$ cat config.mk
export PLATFORM = sky130hd
export DESIGN_NAME = comb_sweep_ctrl
export DESIGN_NICKNAME = d
export VERILOG_FILES = /design/src/rtl/comb_sweep_ctrl.sv
export SDC_FILE = /design/constraint.sdc
export NUM_CORES = 1
export LEC_CHECK = 0
export CORE_MARGIN = 2
export CORE_UTILIZATION = 42
export CTS_BUF_LIST = sky130_fd_sc_hd__clkbuf_16
export DETAILED_ROUTE_END_ITERATION = 16
export HOLD_SLACK_MARGIN = 0.02
export PLACE_DENSITY = 0.74
export SYNTH_ARGS = -nofsm -noshare
export SYNTH_HDL_FRONTEND = slang
export SYNTH_SLANG_ARGS = --single-unit
$ cat constraint.sdc
create_clock -name clk -period 1.8 [get_ports clk]
set_input_delay 0.36 -clock clk [delete_from_list [all_inputs] [get_ports clk]]
set_output_delay 0.36 -clock clk [all_outputs]
set_load 0.03 [all_outputs]
$ cat src/rtl/comb_sweep_ctrl.sv
// Exhaustive input sweep sequencer with 16-bit MISR compaction of the sampled outputs.
// Optional golden-signature compare when GOLDEN_CMP_EN is defined.
module comb_sweep_ctrl #(
   parameter int          N_IN     = 6,
   parameter int          N_OUT    = 6,
   parameter int          SETTLE   = 1,
   parameter logic [15:0] SIG_SEED = 16'hFFFF
) (
   input  logic             clk,
   input  logic             rst_n,
   input  logic             start,
   input  logic             abort,
   input  logic [N_OUT-1:0] f,
`ifdef GOLDEN_CMP_EN
   input  logic [15:0]      golden_sig,
   output logic             pass,
   output logic             fail,
`endif
   output logic [N_IN-1:0]  x,
   output logic             busy,
   output logic             done,
   output logic             sig_valid,
   output logic [15:0]      signature
);

   localparam int CW = (SETTLE > 1) ? $clog2(SETTLE) : 1;
   localparam logic [CW-1:0]   CNT_INIT = CW'(SETTLE - 1);
   localparam logic [CW-1:0]   CNT_ONE  = CW'(1);
   localparam logic [N_IN-1:0] X_ONE    = N_IN'(1);

   typedef enum logic [1:0] {IDLE, SWEEP_SETTLE, CAPT, FIN} state_t;

   state_t          state, state_n;
   logic [N_IN-1:0] x_n;
   logic [CW-1:0]   cnt, cnt_n;
   logic [15:0]     sig_n, misr_next, f_ext;
   logic            vld_n;
`ifdef GOLDEN_CMP_EN
   logic            pass_n, fail_n;
`endif

   assign f_ext     = 16'(f);
   assign misr_next = {signature[14:0], 1'b0} ^ (signature[15] ? 16'h1021 : 16'h0000) ^ f_ext;
   assign busy      = (state == SWEEP_SETTLE) || (state == CAPT);
   assign done      = (state == FIN);

   always_ff @(posedge clk or negedge rst_n) begin
      if (!rst_n) begin
         state     <= IDLE;
         x         <= '0;
         cnt       <= '0;
         signature <= '0;
         sig_valid <= 1'b0;
`ifdef GOLDEN_CMP_EN
         pass      <= 1'b0;
         fail      <= 1'b0;
`endif
      end else begin
         state     <= state_n;
         x         <= x_n;
         cnt       <= cnt_n;
         signature <= sig_n;
         sig_valid <= vld_n;
`ifdef GOLDEN_CMP_EN
         pass      <= pass_n;
         fail      <= fail_n;
`endif
      end
   end

   always_comb begin
      state_n = state;
      x_n     = x;
      cnt_n   = cnt;
      sig_n   = signature;
      vld_n   = sig_valid;
`ifdef GOLDEN_CMP_EN
      pass_n  = pass;
      fail_n  = fail;
`endif
      case (state)
         IDLE: begin
            if (start) begin
               state_n = SWEEP_SETTLE;
               x_n     = '0;
               sig_n   = SIG_SEED;
               vld_n   = 1'b0;
               cnt_n   = CNT_INIT;
`ifdef GOLDEN_CMP_EN
               pass_n  = 1'b0;
               fail_n  = 1'b0;
`endif
            end
         end
         SWEEP_SETTLE: begin
            if (abort) begin
               state_n = IDLE;
               x_n     = '0;
`ifdef GOLDEN_CMP_EN
               pass_n  = 1'b0;
               fail_n  = 1'b0;
`endif
            end else if (cnt == '0) begin
               state_n = CAPT;
            end else begin
               cnt_n = cnt - CNT_ONE;
            end
         end
         CAPT: begin
            // abort wins over the capture: the partial signature is left as-is
            if (abort) begin
               state_n = IDLE;
               x_n     = '0;
`ifdef GOLDEN_CMP_EN
               pass_n  = 1'b0;
               fail_n  = 1'b0;
`endif
            end else begin
               sig_n = misr_next;
               if (x == '1) begin
                  state_n = FIN;
               end else begin
                  x_n     = x + X_ONE;
                  cnt_n   = CNT_INIT;
                  state_n = SWEEP_SETTLE;
               end
            end
         end
         FIN: begin
            state_n = IDLE;
            vld_n   = 1'b1;
`ifdef GOLDEN_CMP_EN
            pass_n  = (signature == golden_sig);
            fail_n  = (signature != golden_sig);
`endif
         end
         default: state_n = IDLE;
      endcase
   end

endmodule

Yosys cells after proc, flatten, opt, wreduce, memory -nomap -nowiden
Index checks and enable logic that the tools add are counted.
- bits in registers: 26
- latch bits: 0
- RAM bits: 0
- ROM bits: 0
- bits of input ports: 10
- output and inout port bits: 25
- word-level logic and storage cells: 52
- memories: 0
- $add $sub $neg: 2
- multipliers: 0
- div/mod/pow operators: 0
- magnitude comparators: 0
- equal/unequal tests: 11
- shift-type cells: 0
- multiplexer cells: 22
- bitwise logic cells: 2
- reductions and logical operators: 10
- operators by type and width (cell ; number):
    16-bit 2-to-1 mux ; 2
    16-bit case mux with 2 select lines ; 1
    6-bit 2-to-1 mux ; 4
    6-bit case mux with 3 select lines ; 1
    16-bit by 13-bit bitwise XOR with 16-bit output ; 1
    16-bit by 6-bit bitwise XOR with 16-bit output ; 1
    13-bit 2-to-1 mux ; 1
    2-bit 2-to-1 mux ; 5
    2-bit inequality test (second input constant) ; 5
    2-bit case mux with 4 select lines ; 1
    6-bit by 1-bit adder with 6-bit output (second input constant) ; 1
    6-bit == test (second input constant) ; 1
    3-bit inequality test (second input constant) ; 2
    1-bit 2-to-1 mux ; 5
    5-bit AND reduction ; 1
    2-bit == test (second input constant) ; 2
    2-bit AND reduction ; 2
    4-bit AND reduction ; 1
    2-bit nonzero test ; 2
    1-bit case mux with 3 select lines ; 1
    3-bit AND reduction ; 1
    3-bit nonzero test ; 1
    2-bit by 1-bit == test with 1-bit output (second input constant) ; 1
    2-bit logical NOT ; 1
    other kinds (3) ; 3

Longest topological paths before layout
- word-level depth: 5
- gate-level depth with buffers: 6
- depth with buffers taken out: 6

Worst setup path before layout
Ideal clock, no wire load.
- path type: flip-flop to flip-flop
- from: register state[0]
- to: register x[1]
- setup time: 82 ps
- arrival time: 1640 ps
- data required time: 1718 ps
- setup slack: 78 ps
- cell stages (with the launch flop): 7
- buffers on the path: 0
- period minus slack after synthesis: 1722 ps
- cell sequence: dfrtp_1 inv_1 ha_1 nor2b_2 a211o_1 or3_1 o22ai_1
- cells in the longest elaborated chain, start to end: 3
- elaborated cells on any way between the ends: 9
- classes of those cells: eq/ne: 5; mux: 1; reduce/logical: 3
- ends and longest elaborated chain (what ; RTL line ; text):
    start, declared ; 33 ; state_t state, state_n;
    start signal, assigned ; 59 ; state <= state_n;
    2-bit == test, or another cell as far along ; 81 ; case (state)
    3-bit inequality test (no line), or another cell as far along ; n/a ;
    4-bit AND reduction (no line) ; n/a ;
    end signal, assigned ; 60 ; x <= x_n;
    end, declared ; 19 ; output logic [N_IN-1:0] x,
Parallel ways exist; a longest one is shown, timed or not.
A chain may end at the register's enable or synchronous reset.

Final worst setup path
- from: register state[1]
- to: register x[1]
The elaborated chain is that of the path after synthesis.

==> reports/qor.log <==
INFO  outcome        run_status=completed
INFO  routing        dr_total_vias=1054
INFO  setup_path     reg2reg_from=state[1]
INFO  cells_and_area synthToLayoutAreaGrowth=54.6%
INFO  sta            tightestPinTransition=0.337ns
INFO  sta            timing_limited_maximum_frequency=0.565GHz
INFO  floorplanning  io-pin-count=35
INFO  sta            final_critical_path_time_including_i_o_delays_and_setup=1.77ns
INFO  synthesis      synth_fp_nets=122
INFO  clock_tree     cts.htree.levels=1
INFO  global_route   global_route.overflow_total=0
INFO  sta            fin_ws=0.0297ns
INFO  synthesis      synthTopCellsByArea=dfrtp_1, o22a_1, ha_1, xor2_1, a21oi_1
INFO  place          post-dp-hpwl=2000um
INFO  sta            max-slew-margin-rel=77.4%
INFO  synthesis      synth_area_leader_cell=dfrtp_1
INFO  sta            setup_viol_count_final=0
INFO  sta            finalHoldViolCount=0
INFO  power_and_ir_drop ir_drop=0.00102V
INFO  setup_path     cp.buffers_inverters=2
INFO  global_route   grt_antenna_before_repair=0
INFO  synthesis      synth_ff_type=dfrtp_1
INFO  clock_tree     clock-root-buffer=clkbuf_16
INFO  routing        detailedRoute.firstPassIterationCount=4
INFO  place          dpl.cell_count=181
INFO  setup_path     cp_max_fo=3
INFO  setup_path     critical_path_class=reg2reg
INFO  sta            tns=0ns
INFO  routing        wl_per_cell=14.8um
INFO  setup_path     cp.required=1.98ns
INFO  cells_and_area finalNonFillerCells=190
INFO  sta            finalCritPeriodShare=98.3%
INFO  setup_path     endpoint_kind=flop
INFO  sta            fin_skew=0.00281ns
INFO  setup_path     timing.critical_path.cells=inv_2, ha_4, nor2b_4, buf_6, a211o_1, or3_4, o22ai_2
INFO  synthesis      fraction_of_registers_with_async_set_reset=100%
INFO  global_route   first_pass_grt_wire_length=4580um
INFO  routing        viasPerCell=5.55
INFO  synthesis      netlist_instances=105
INFO  cells_and_area nNetsFinal=177
INFO  place          io_buffers=34
INFO  global_route   grt_start_max_net_pins=26
INFO  routing        drt_iter0_markers=23
INFO  place          dp_slack=-0.297ns
INFO  synthesis      synth-edff-count=0
INFO  clock_tree     cts_tree=built
INFO  clock_tree     cts_made_buffers=3
INFO  run            cap_violations=0
INFO  power_and_ir_drop pwr_density_cell=1340nW/um^2
INFO  global_route   first_global_vias=1033
INFO  cells_and_area final_core_util=67.9%
INFO  sta            final-max-slew-violation-count=0
INFO  setup_path     worst-r2r-cell-count=7
INFO  setup_path     rr_endpoint=x[1]
INFO  setup_path     timing.critical_path.slowest_cell_delay=0.39ns
INFO  clock_tree     max-clock-path-buffers=2
INFO  cells_and_area ratio_of_cells_with_drive_above_1_in_the_final_layout=22.0%
INFO  global_route   gr_util_all_layers=17.7%
INFO  power_and_ir_drop total_leakage_power=0.769nW
INFO  floorplanning  fp.dieW=57.7um
INFO  setup_path     reg2reg_setup_slack=0.03ns
INFO  clock_tree     tritoncts_num_sinks=25
INFO  synthesis      postSynthAreaPerCell=11.5squm
INFO  synthesis      share_of_the_yosys_chip_area_belonging_to_registers=51.7%
INFO  power_and_ir_drop design_power_total=2.50mW
INFO  sta            setup_repair_after_global_routing_missed_its_margin=yes
INFO  setup_path     cp_max_delay_cell=dfrtp_1
INFO  synthesis      syn-cell-area=1210squm
INFO  synthesis      flip_flop_and_latch_count_after_synthesis=25
INFO  routing        detail_route.drc_violations=0
INFO  routing        remaining_number_of_nets_flagged_by_the_antenna_check_after_routing=0
INFO  place          global_placement_routability_congestion=0.776
INFO  floorplanning  placementRows=19
INFO  cells_and_area insertedDiodeCount=0
INFO  routing        wirelength=2820um
INFO  synthesis      synth_warn=0
INFO  clock_tree     worst_skew_pair.late_latency=0.25ns
INFO  floorplanning  die_outline_area=3330squm
INFO  setup_path     cp.arrival=1.95ns
INFO  floorplanning  die_h=57.7um
INFO  synthesis      yosys.cell_types.count=31
INFO  worst_hold_path hp-class=in2async
INFO  setup_path     worst_path_dominant_cell_family=simple AND/OR/NAND/NOR gates
INFO  clock_tree     clock_transition_time_at_the_flip_flop_clock_pins_of_the_worst_setup_and_hold_paths=0.06ns
INFO  synthesis      share_of_the_synthesized_area_in_the_top_cell_type=51.7%
INFO  setup_path     critical_path_launch_point_type=flop
INFO  floorplanning  floorplan.core_area=2760squm
INFO  floorplanning  floorplan.initialDensity=43.9%
[worst register-to-register path: stages, from the launching register on]
cell     delay, ns
dfrtp_1       0.39
inv_2         0.07
ha_4          0.16
nor2b_4       0.13
buf_6         0.12
a211o_1       0.30
or3_4         0.38
o22ai_2       0.15
[Yosys cell counts, drive strengths merged (2+ instances only)]
library cell / n
o21ai: 4
nor2: 6
inv: 5
a21oi: 6
dfrtp: 25
o22a: 16
ha: 7
mux2i: 2
nand2: 3
buf: 2
xor2: 6
xnor2: 2
a211oi: 3
nand3: 4
[timing repair]
item	4_1_cts	5_1_grt
setup endpoints to repair	20	20
gates resized for setup	6	15
setup buffers	1	4
pin swaps	2	5
hold buffers	0	0
[flip-flops by register name, summed over array words and instances, names as in the netlist]
signal	flops
x	6
sig_valid	1
signature	16
state	2
[stage by stage]
step	hold slack [ns]	area, sq um
6_report	0.468	1870
5_1_grt	0.502	1870
4_1_cts	0.479	1780
3_5_place_dp	0.506	1680
3_3_place_gp	0.499	1680
2_1_floorplan	0.0644	1210
[routing by layer]
| metal | vias to the layer above | part of all wire [%] | global-route usage, % |
|---|---|---|---|
| li1 | 499 | - | - |
| met1 | 524 | 43 | 22.4 |
| met2 | 27 | 52 | 30.0 |
| met3 | 4 | 4.1 | 2.23 |
| met4 | 0 | 0.92 | 8.64 |
| met5 | - | 0 | 0 |
[placed cells by master (no fill, tap or decap), types with 3 or more instances in the layout]
cell type        instances
buf_4                   15
ha_1                     6
clkbuf_16                3
dfrtp_1                 25
nand2_1                  3
o21ai_0                  3
a21oi_1                  5
xor2_1                   6
dlymetal6s2s_1           3
o22a_1                  16
inv_2                    3
clkdlybuf4s50_1         29
nor2_1                   6
nand3_1                  4
[how the worst max path moves through the flow]
| stage | slack [ns] | cells past startpoint | from | end |
|---|---|---|---|---|
| 2_1_floorplan | 0.08 | 6 | state[0] | x[1] |
| 3_3_place_gp | -0.20 | 4 | start | signature[13] |
| 3_5_place_dp | -0.30 | 4 | start | signature[7] |
| 4_1_cts | 0.0006 | 6 | state[1] | x[1] |
| 5_1_grt | -0.04 | 7 | state[1] | x[1] |
| 6_report | 0.03 | 7 | state[1] | x[1] |
[report_power, final]
group / switching, mW / internal (mW) / leakage [nW]
clock network: 0.184 / 0.299 / 0.0409
registers: 0.0682 / 0.640 / 0.264
logic: 0.677 / 0.633 / 0.464
[kinds of logic (layout without fill, tap and decap cells)]
logic type / after synthesis / after routing / share of synthesized area, %
AOI/OAI and AO/OA: 35 / 35 / 22.4
DFF: 25 / 25 / 51.7
and+or+nand+nor: 21 / 21 / 8.89
xor gates and xnor gates: 8 / 8 / 5.79
adders and majority gates: 7 / 7 / 7.23
buffers and inverters: 7 / 61 / 2.38
muxes: 2 / 2 / 1.65
[layout make-up]
type                       count  area [sq um]
sequential                    25           626
tap                           31          38.8
timing repair buffer          52           497
multi-input combinational     73           613
clock buffer                   3          75.1
inverter                       5          18.8
fill                         215           885
clock inverter                 1          5.00
Power figures use the tool's default switching activity.
